### src/rtl/fastbconv_q_to_bba_seq.sv
// Sequential fast base conversion q -> B u Ba: one q-prime per cycle, all slots in parallel.
// Optional macro FASTBCONV_QBBA_PIPE_EN registers y between the q-side and BBa-side multipliers.
module fastbconv_q_to_bba_seq #(
  parameter int unsigned N_SLOTS        = 2,
  parameter int unsigned RNS_PRIME_BITS = 8,
  parameter int unsigned IN_BASIS_LEN   = 3,
  parameter int unsigned OUT_BASIS_LEN  = 3,
  parameter int unsigned IN_BASIS     [IN_BASIS_LEN]  = '{13, 17, 19},
  parameter int unsigned OUT_BASIS    [OUT_BASIS_LEN] = '{23, 29, 31},
  parameter int unsigned QHATINV_LUT  [IN_BASIS_LEN]  = '{6, 2, 8},
  parameter int unsigned QHAT_MOD_OUT [IN_BASIS_LEN][OUT_BASIS_LEN] =
    '{'{1, 4, 13}, '{17, 15, 30}, '{14, 18, 4}}
) (
  input  logic clk,
  input  logic reset,
  input  logic in_valid,
  output logic in_ready,
  input  logic [N_SLOTS-1:0][IN_BASIS_LEN-1:0][RNS_PRIME_BITS-1:0]  input_RNSpoly,
  output logic out_valid,
  output logic [N_SLOTS-1:0][OUT_BASIS_LEN-1:0][RNS_PRIME_BITS-1:0] output_RNSpoly
);

  localparam int W     = int'(RNS_PRIME_BITS);
  localparam int W2    = 2 * W;
  localparam int IDX_W = $clog2(IN_BASIS_LEN + 1);
  localparam logic [IDX_W-1:0] LAST_IDX = IDX_W'(IN_BASIS_LEN - 1);
  localparam logic [IDX_W-1:0] LEN_IDX  = IDX_W'(IN_BASIS_LEN);

  typedef enum logic [1:0] {IDLE, ACCUM, DONE} state_t;

  state_t state, next_state;

  logic [IDX_W-1:0] idx;
  logic [N_SLOTS-1:0][IN_BASIS_LEN-1:0][W-1:0]  x_reg;
  logic [N_SLOTS-1:0][OUT_BASIS_LEN-1:0][W-1:0] acc;
  logic [N_SLOTS-1:0][OUT_BASIS_LEN-1:0][W-1:0] acc_next;
  logic [N_SLOTS-1:0][W-1:0] x_sel;
  logic [N_SLOTS-1:0][W-1:0] y_now;
  logic [N_SLOTS-1:0][W-1:0] term_y;
  logic [W-1:0]     q_sel;
  logic [W-1:0]     qinv_sel;
  logic [IDX_W-1:0] term_idx;
  logic             issue;
  logic             term_vld;
  logic             last_term;

  if (IN_BASIS_LEN == 0) begin : g_bad_len
    $fatal(1, "fastbconv_q_to_bba_seq: IN_BASIS_LEN must be at least 1");
  end

  always_ff @(posedge clk or negedge reset) begin
    if (!reset) begin
      state <= IDLE;
    end else begin
      state <= next_state;
    end
  end

  always_comb begin
    next_state = state;
    case (state)
      IDLE:    if (in_valid) next_state = ACCUM;
      ACCUM:   if (last_term) next_state = DONE;
      DONE:    next_state = IDLE;
      default: next_state = IDLE;
    endcase
  end

  always_comb begin
    in_ready  = (state == IDLE);
    out_valid = (state == DONE);
  end

  // q-side constants and residues are picked by idx; an out-of-range idx selects a harmless modulus of 1
  always_comb begin
    q_sel    = W'(1);
    qinv_sel = '0;
    x_sel    = '0;
    for (int i = 0; i < int'(IN_BASIS_LEN); i++) begin
      if (idx == IDX_W'(i)) begin
        q_sel    = W'(IN_BASIS[i]);
        qinv_sel = W'(QHATINV_LUT[i]);
        for (int k = 0; k < int'(N_SLOTS); k++) begin
          x_sel[k] = x_reg[k][i];
        end
      end
    end
  end

  assign issue = (state == ACCUM) && (idx < LEN_IDX);

  for (genvar k = 0; k < int'(N_SLOTS); k++) begin : g_qside
    logic [W2-1:0] y_prod;
    assign y_prod   = W2'(x_sel[k]) * W2'(qinv_sel);
    assign y_now[k] = W'(y_prod % W2'(q_sel));
  end

`ifdef FASTBCONV_QBBA_PIPE_EN
  logic [N_SLOTS-1:0][W-1:0] y_q;
  logic [IDX_W-1:0]          idx_q;
  logic                      vld_q;

  // The BBa side works one cycle behind the q side, carrying its own index and valid flag
  always_ff @(posedge clk or negedge reset) begin
    if (!reset) begin
      y_q   <= '0;
      idx_q <= '0;
      vld_q <= 1'b0;
    end else begin
      y_q   <= y_now;
      idx_q <= idx;
      vld_q <= issue;
    end
  end

  assign term_y   = y_q;
  assign term_idx = idx_q;
  assign term_vld = vld_q;
`else
  assign term_y   = y_now;
  assign term_idx = idx;
  assign term_vld = issue;
`endif

  assign last_term = term_vld && (term_idx == LAST_IDX);

  for (genvar j = 0; j < int'(OUT_BASIS_LEN); j++) begin : g_bba
    localparam logic [W-1:0] M_W = W'(OUT_BASIS[j]);

    if (64'(OUT_BASIS[j]) >= (64'd1 << RNS_PRIME_BITS)) begin : g_bad_prime
      $fatal(1, "fastbconv_q_to_bba_seq: OUT_BASIS prime does not fit in RNS_PRIME_BITS");
    end

    logic [W-1:0] qhat_sel;

    always_comb begin
      qhat_sel = '0;
      for (int i = 0; i < int'(IN_BASIS_LEN); i++) begin
        if (term_idx == IDX_W'(i)) begin
          qhat_sel = W'(QHAT_MOD_OUT[i][j]);
        end
      end
    end

    for (genvar k = 0; k < int'(N_SLOTS); k++) begin : g_slot
      logic [W2-1:0] p_prod;
      logic [W-1:0]  p;
      logic [W:0]    sum;

      assign p_prod = W2'(term_y[k]) * W2'(qhat_sel);
      assign p      = W'(p_prod % W2'(M_W));
      assign sum    = {1'b0, acc[k][j]} + {1'b0, p};
      assign acc_next[k][j] = (sum >= {1'b0, M_W}) ? W'(sum - {1'b0, M_W}) : sum[W-1:0];
    end
  end

  // The result register is loaded with the final sum as DONE is entered, so it is valid with out_valid
  always_ff @(posedge clk or negedge reset) begin
    if (!reset) begin
      idx            <= '0;
      x_reg          <= '0;
      acc            <= '0;
      output_RNSpoly <= '0;
    end else begin
      case (state)
        IDLE: begin
          if (in_valid) begin
            x_reg <= input_RNSpoly;
            acc   <= '0;
            idx   <= '0;
          end
        end
        ACCUM: begin
          if (idx < LEN_IDX) idx <= idx + IDX_W'(1);
          if (term_vld) acc <= acc_next;
          if (last_term) output_RNSpoly <= acc_next;
        end
        default: ;
      endcase
    end
  end

endmodule

### config.mk
export PLATFORM = sky130hd
export DESIGN_NAME = fastbconv_q_to_bba_seq
export DESIGN_NICKNAME = d
export VERILOG_FILES = /design/src/rtl/fastbconv_q_to_bba_seq.sv
export SDC_FILE = /design/constraint.sdc
export NUM_CORES = 1
export LEC_CHECK = 0
export ABC_AREA = 1
export BUFFER_PORTS_ARGS = -buffer_cell sky130_fd_sc_hd__buf_2
export CAP_MARGIN = 20
export CELL_PAD_IN_SITES_DETAIL_PLACEMENT = 2
export CELL_PAD_IN_SITES_GLOBAL_PLACEMENT = 2
export CORE_MARGIN = 4
export CORE_UTILIZATION = 33
export CTS_BUF_LIST = sky130_fd_sc_hd__clkbuf_4 sky130_fd_sc_hd__clkbuf_8
export DETAILED_ROUTE_END_ITERATION = 7
export PLACE_DENSITY_LB_ADDON = 0.1
export SLEW_MARGIN = 20
export SYNTH_ARGS = -nofsm -noshare
export SYNTH_HDL_FRONTEND = slang
export SYNTH_SLANG_ARGS = --single-unit
### constraint.sdc
create_clock -name clk -period 32.1 [get_ports clk]
set_input_delay 1.605 -clock clk [delete_from_list [all_inputs] [get_ports clk]]
set_output_delay 1.605 -clock clk [all_outputs]
set_load 0.01 [all_outputs]
==> results of run 1 <==
[synthesized netlist by cell type (all sizes together), types with 2 or more instances]
| cell type | instances |
|---|---|
| nand2 | 1483 |
| inv | 1065 |
| nor2 | 494 |
| nand3 | 461 |
| ha | 419 |
| o21ai | 295 |
| a21oi | 220 |
| xor2 | 202 |
| dfrtp | 148 |
| fa | 138 |
| xnor2 | 81 |
| nand4 | 71 |
| mux2 | 42 |
| clkbuf | 40 |
| nand3b | 31 |
| nor3 | 29 |
| or2 | 29 |
| o21bai | 27 |
| buf | 16 |
| a21o | 15 |
| o211ai | 13 |
| a21boi | 12 |
| o31ai | 12 |
| a31oi | 11 |
| and2 | 10 |
| a211oi | 9 |
| clkinv | 9 |
| o22ai | 8 |
| nor4 | 7 |
| o21a | 5 |
| or3 | 5 |
| a221oi | 4 |
| and3 | 3 |
| mux2i | 3 |
| a22oi | 2 |
[kinds of logic after synthesis]
family / share of synthesized area [%]
AO/OA/AOI/OAI: 10.5
XOR/XNOR: 7.27
adder cells (fa/ha/maj): 23.1
buffers and inverters: 12.5
flip-flops: 10.7
multiplexers: 1.45
other: 0.0108
AND/OR/NAND/NOR: 34.5
[metrics by stage]
| stage | hold WS (ps) | setup WS, ps |
|---|---|---|
| after floorplan | 471 | 16.8 |
| after global placement | 462 | -2010 |
| after detailed placement | 470 | -4790 |
==> results.tsv, run 1 <==
metric	value	unit
synth_edf_count	0	
clock_path_buffers	2	
clock_sinks	148	
synth_top_cell_by_area	ha_1	
async_flop_share	100	%
port_buffers	100	
root_buffer	clkbuf_8	
synth_area_leaders	ha_1 (15%), nand2_1 (15%), inv_1 (11%)	
syn-cell-area	0.0346	mm2
synth_top_area_share	15.1	%
ys_seq_elements	148	
ios	101	
gp_congestion	0.837	
avgSynthCellArea	6.38	um2
h-tree-depth	4	
die_h	332	um
cts_setup_buffers	232	
lastStage	4_1_cts	
status	did not finish	
placed_cells	7946	
cts_inserted_buffers	17	
synth.distinct_cells	71	
synth_top_flop_cell	dfrtp_1	
toolErrorMsg	[ERROR DPL-0033] detailed placement checks failed during check placement.	
hpwl	125000	um
synth-seq-area-share	10.7	%
cts_hold_buffers	0	
postPlaceCellArea	0.0451	mm2
yosysWarnings	0	
die-width	332	um
initial_core_util	33.4	%
cts_resized	453	
rows	118	
syn-instance-count	5426	
==> inputs of run 2 (changes only) <==
==> config.mk (replaced) <==
export PLATFORM = sky130hd
export DESIGN_NAME = fastbconv_q_to_bba_seq
export DESIGN_NICKNAME = d
export VERILOG_FILES = /design/src/rtl/fastbconv_q_to_bba_seq.sv
export SDC_FILE = /design/constraint.sdc
export NUM_CORES = 1
export LEC_CHECK = 0
export ABC_AREA = 1
export BUFFER_PORTS_ARGS = -buffer_cell sky130_fd_sc_hd__buf_2
export CAP_MARGIN = 20
export CORE_MARGIN = 4
export CORE_UTILIZATION = 40
export DETAILED_ROUTE_END_ITERATION = 7
export PLACE_DENSITY_LB_ADDON = 0.15
export SLEW_MARGIN = 20
export SYNTH_ARGS = -nofsm -noshare
export SYNTH_HDL_FRONTEND = slang
export SYNTH_SLANG_ARGS = --single-unit
==> constraint.sdc (replaced) <==
create_clock -name clk -period 41.7 [get_ports clk]
set_input_delay 2.085 -clock clk [delete_from_list [all_inputs] [get_ports clk]]
set_output_delay 2.085 -clock clk [all_outputs]
set_load 0.01 [all_outputs]
==> run 2 against run 1 <==
  * The flow now finishes without violations
  * Area after synthesis did not move
  * Synthesized cell count did not move
==> results.tsv, run 2 <==
metric	value	unit	change
postPlaceCellArea	0.0364	mm2	was 0.0451 mm2
drive_gt1_share	9.96	%	
insertion_delay	500	ps	
timing.final.crit_share	89.7	%	
die-width	302	um	was 332 um
fill_cells	9018		
drt-total-wl	85000	um	
holdPathEnd	output_RNSpoly[47]		
synth.distinct_cells	71		unchanged
die_area	0.0913	mm2	
synth_top_area_share	15.1	%	unchanged
overflow	0		
h-tree-depth	4		unchanged
reg2reg_slack	4290	ps	
finish.utilization	43.6	%	
hold_violations	0		
cp_max_fo	43		
r2r_end	output_RNSpoly[26]		
reg2reg_from	idx[0]		
fp.coreArea	0.0855	mm2	
whs_path_depth	2		
status	finished, final reports clean		was did not finish
drc	0		
setup-violations-final	0		
ff2ff_path_depth	226		
num_vias	32300		
drtPass1Iterations	6		
worst_pin_slew	889	ps	
tns	0	ps	
cts_inserted_buffers	17		unchanged
grtUsageTotal	19.0	%	
synth_edf_count	0		unchanged
areaGrowthSynthToFinish	7.70	%	
clkTransAtPathRegs	70	ps	
final_cell_mix	nand2_1 (1372), inv_1 (1023), nor2_1 (427), ha_1 (417), nand3_1 (413)		
max_stage_delay	540	ps	
min-delay-start	output_RNSpoly[47]		
cts_tree	done		
synth_area_leaders	ha_1 (15%), nand2_1 (15%), inv_1 (11%)		unchanged
crit_type	reg -> reg		
required	42100	ps	
max_slew_margin	40.8	%	
max_freq	26.7	MHz	
synth_top_cell_by_area	ha_1		unchanged
netlist_top_cells_count	nand2_1 (1373), inv_1 (1027), nor2_1 (438)		unchanged
cp_common_cell	nand2_1		
hold_class	reg -> reg		
routedWlPerCell	12.7	um	
initial_core_util	40.5	%	was 33.4%
port_buffers	100		unchanged
grt_pass1_vias	30900		
gp_congestion	0.886		was 0.837
arrival	37810	ps	
async_flop_share	100	%	unchanged
yosysWarnings	0		unchanged
die_h	302	um	was 332 um
rows	107		was 118
grt_max_degree	92		
regArea	0.00370	mm2	
finalInstanceArea	0.0373	mm2	
crit_family	simple AND/OR/NAND/NOR gates		
clock_sinks	148		unchanged
finalCriticalPeriod	37410	ps	
ant_nets	0		
start_kind	register		
diodes	0		
vias_per_cell	4.84		
clock_path_buffers	2		unchanged
multi_input_area	0.0268	mm2	
fin_nets	6127		
root_buffer	clkbuf_16		was clkbuf_8
syn-cell-area	0.0346	mm2	unchanged
synth_most_common_cell	nand2_1		unchanged
critPathCaptureType	register		
syn-instance-count	5426		unchanged
hpwl	70600	um	was 125000 um
path_buf_inv	29		
ios	101		unchanged
drt_iter0_drc	1623		
avgSynthCellArea	6.38	um2	unchanged
grt_pass1_wl	147000	um	
maxSlewViolCount	0		
final.setup_skew	29.2	ps	
layout_commonest_cell	nand2_1		
cpMaxStageDelayCell	fa_1		
antenna_found_initial	5		
synth_top_flop_cell	dfrtp_1		unchanged
maxCapViolCount	0		
ys_seq_elements	148		unchanged
synth-seq-area-share	10.7	%	unchanged
## run 2: cell counts after synthesis
No cell type changed its count.
## run 2: worst max path at each step
stage               depth (start not counted)   start            endpoint  slack, ps
CTS                                       227  idx[1]  output_RNSpoly[24]       1540
detailed placement                        227  idx[1]             acc[24]       1730
global route                              231  idx[1]  output_RNSpoly[26]        -20
floorplan                                 230  idx[0]             acc[26]       7250
global placement                          224  idx[1]  output_RNSpoly[24]       2010
finish                                    226  idx[0]  output_RNSpoly[26]       4290
## run 2: metal layers
metal | share of wire, % | global-route usage [%] | vias to the layer above | wire, um
met5 | 0.015 | 0 | - | 13
met4 | 1.4 | 3.80 | 2 | 1200
met3 | 2.5 | 1.77 | 66 | 2160
met2 | 46 | 32.7 | 379 | 38900
met1 | 50 | 25.9 | 14500 | 42800
li1 | - | - | 17300 | -
## run 2: kinds of logic after synthesis
| logic type | after synthesis | share of synthesized area, % |
|---|---|---|
| compound gates | 638 | 10.5 |
| xor+xnor | 283 | 7.27 |
| fa+ha+maj | 557 | 23.1 |
| buf+inv | 1130 | 12.5 |
| flops | 148 | 10.7 |
| mux | 45 | 1.45 |
| other cells | 1 | 0.0108 |
| simple gates | 2624 | 34.5 |
## run 2: repair_timing
item	4_1_cts	5_1_grt
setup buffers	0	8
resized for setup	0	43
setup endpoints to repair	0	96
endpoints found under the hold margin	0	0
hold buffers	0	0
## run 2: final cells by class
class	instances	area share, %
Tap cell	1144	3.84
Timing Repair Buffer	124	1.89
Clock buffer	18	1.15
Inverter	1074	10.8
Clock inverter	14	0.490
Sequential cell	148	9.93
Multi-Input combinational cell	4154	71.9
## run 2: stage by stage
step | hold slack (ps) | worst slack, ps | instances
finish | 485 | 4290 | 6676
global route | 507 | -23.9 | 6676
CTS | 491 | 1540 | 6668
detailed placement | 472 | 1730 | 6636
global placement | 464 | 2010 | 6636
floorplan | 471 | 7250 | 5432
## run 2: tightest hold or removal path: stages, from the launching register on
cell	delay, ps
dfrtp_1	350
nand2_1	50
o21ai_0	60
Power of run 2 is left out: the tool's default activity adds up to more than one toggle a clock period on the data nets, which glitch-free logic cannot reach.
==> inputs of run 3 (changes only) <==
--- a/config.mk
+++ b/config.mk
@@ -9,7 +9,7 @@
 export BUFFER_PORTS_ARGS = -buffer_cell sky130_fd_sc_hd__buf_2
 export CAP_MARGIN = 20
 export CORE_MARGIN = 4
-export CORE_UTILIZATION = 40
+export CORE_UTILIZATION = 45
 export DETAILED_ROUTE_END_ITERATION = 7
 export PLACE_DENSITY_LB_ADDON = 0.15
 export SLEW_MARGIN = 20
==> run 3 against run 2 <==
  * Register-to-register slack got worse by 120 ps
  * First-iteration DRC count rose by 13%
  * Sequential share of layout area barely moved
  * Clock-buffer cell count fell by 1
  * Flip-flop and latch count did not move
  * Clock skew rose by 2.1 ps
  * Cell count fell by 1.6%
  * Worst hold slack got worse by 2.3 ps
  * Die area fell by 11%
  * Final area fell by 0.42%
  * Non-clock buffer count rose by 5
  * Highest routed layer unchanged
==> results.tsv, run 3 (synthesis gave the netlist of run 2 again) <==
metric	value	unit	change
status	finished, final reports clean		unchanged
cts_inserted_buffers	17		unchanged
start_kind	register		unchanged
final_cell_mix	nand2_1 (1372), inv_1 (1022), nor2_1 (430), ha_1 (417), nand3_1 (413)		was nand2_1 (1372), inv_1 (1023), nor2_1 (427), ha_1 (417), nand3_1 (413)
reg2reg_slack	4180	ps	was 4290 ps
drt-total-wl	83000	um	was 85000 um
root_buffer	clkbuf_16		unchanged
drc	0		unchanged
ant_nets	0		unchanged
fp.coreArea	0.0761	mm2	was 0.0855 mm2
rows	101		was 107
insertion_delay	500	ps	about the same
critPathCaptureType	register		unchanged
vias_per_cell	4.92		was 4.84
cts_hold_buffers	0		unchanged
arrival	37930	ps	was 37810 ps
initial_core_util	45.5	%	was 40.5%
num_vias	32300		about the same
grtUsageTotal	20.4	%	was 19.0%
grt_max_degree	94		was 92
cp_common_cell	nand2_1		unchanged
grt_pass1_vias	30400		was 30900
clock_path_buffers	2		unchanged
grt_pass1_wl	143000	um	was 147000 um
max_slew_margin	40.0	%	was 40.8%
ios	101		unchanged
hpwl	68900	um	was 70600 um
drt_iter0_drc	1833		was 1623
routedWlPerCell	12.6	um	was 12.7 um
maxSlewViolCount	0		unchanged
finalCriticalPeriod	37520	ps	was 37410 ps
postPlaceCellArea	0.0363	mm2	was 0.0364 mm2
drtPass1Iterations	6		unchanged
worst_pin_slew	899	ps	was 889 ps
fin_nets	6132		was 6127
ff2ff_path_depth	242		was 226
hold_violations	0		unchanged
hold_class	reg -> reg		unchanged
die-width	285	um	was 302 um
die_area	0.0814	mm2	was 0.0913 mm2
cpMaxStageDelayCell	fa_1		unchanged
antenna_found_initial	3		was 5
clkTransAtPathRegs	80	ps	was 70 ps
max_stage_delay	530	ps	was 540 ps
die_h	285	um	was 302 um
overflow	0		unchanged
timing.final.crit_share	90.0	%	was 89.7%
finalInstanceArea	0.0371	mm2	was 0.0373 mm2
setup-violations-final	0		unchanged
cp_max_fo	37		was 43
clock_sinks	148		unchanged
gp_congestion	0.894		was 0.886
layout_commonest_cell	nand2_1		unchanged
h-tree-depth	4		unchanged
final.setup_skew	31.2	ps	was 29.2 ps
port_buffers	100		unchanged
areaGrowthSynthToFinish	7.24	%	was 7.70%
maxCapViolCount	0		unchanged
whs_path_depth	2		unchanged
crit_type	reg -> reg		unchanged
max_freq	26.6	MHz	was 26.7 MHz
cts_tree	done		unchanged
required	42100	ps	about the same
drive_gt1_share	10.0	%	was 9.96%
[run 3: changes by cell type in the layout (fill, tap and decap cells not counted), sizes merged]
cell,change
buf,+5
bufinv,-2
clkbuf,-1
clkinv,+5
clkinvlp,+2
diode,+3
inv,-4
[run 3: final cells by class]
type                            count  area, um2
Fill cell                        8017      39000
Multi-Input combinational cell   4154      26800
Inverter                         1074       4030
Sequential cell                   148       3700
Tap cell                         1030       1290
Timing Repair Buffer              129        724
Clock buffer                       17        425
Clock inverter                     15        179
Antenna cell                        3       7.51
[run 3: path summary, 6_finish.rpt]
kind                                        start            endpoint
worst max-delay path                       idx[1]             acc[12]
worst min-delay path            output_RNSpoly[3]   output_RNSpoly[3]
min in group asynchronous                   reset  output_RNSpoly[37]
worst max register to register             idx[1]             acc[12]
max in group asynchronous                   reset           x_reg[15]
worst min register to register  output_RNSpoly[3]   output_RNSpoly[3]
[run 3: critical path: cells and delay by family (launching register included)]
family | cells | cell delay, ps
xor+xnor | 11 | 2140
mux | 2 | 650
simple gates | 123 | 14400
buf+inv | 39 | 3470
flops | 1 | 420
compound gates | 41 | 7700
fa+ha+maj | 26 | 8610
[run 3: per-layer routing]
metal | track usage [%] | vias up | wire length, um
met4 | 3.68 | 4 | 1090
met1 | 28.3 | 14600 | 42000
met3 | 2.05 | 68 | 2260
li1 | - | 17300 | -
met5 | 0 | - | 26
met2 | 34.9 | 356 | 37700
[run 3: through the flow]
| step | worst slack [ps] | hold slack, ps | setup TNS (ps) | util [%] | cells |
|---|---|---|---|---|---|
| final | 4180 | 483 | 0 | 48.8 | 6570 |
| after global routing | -41.1 | 503 | -45.6 | 48.8 | 6567 |
| after CTS | 2190 | 486 | 0 | 48.5 | 6553 |
| after detailed placement | 2360 | 468 | 0 | 47.7 | 6521 |
| after global placement | 2560 | 465 | 0 | 47.7 | 6521 |
| after floorplan | 7250 | 471 | 0 | - | 5432 |
[run 3: what timing repair did]
item / 4_1_cts / 5_1_grt
endpoints found under the setup margin: 0 / 96
buffers inserted: 0 / 14
gates resized for setup: 0 / 35
Power of run 3 is left out for the same reason.
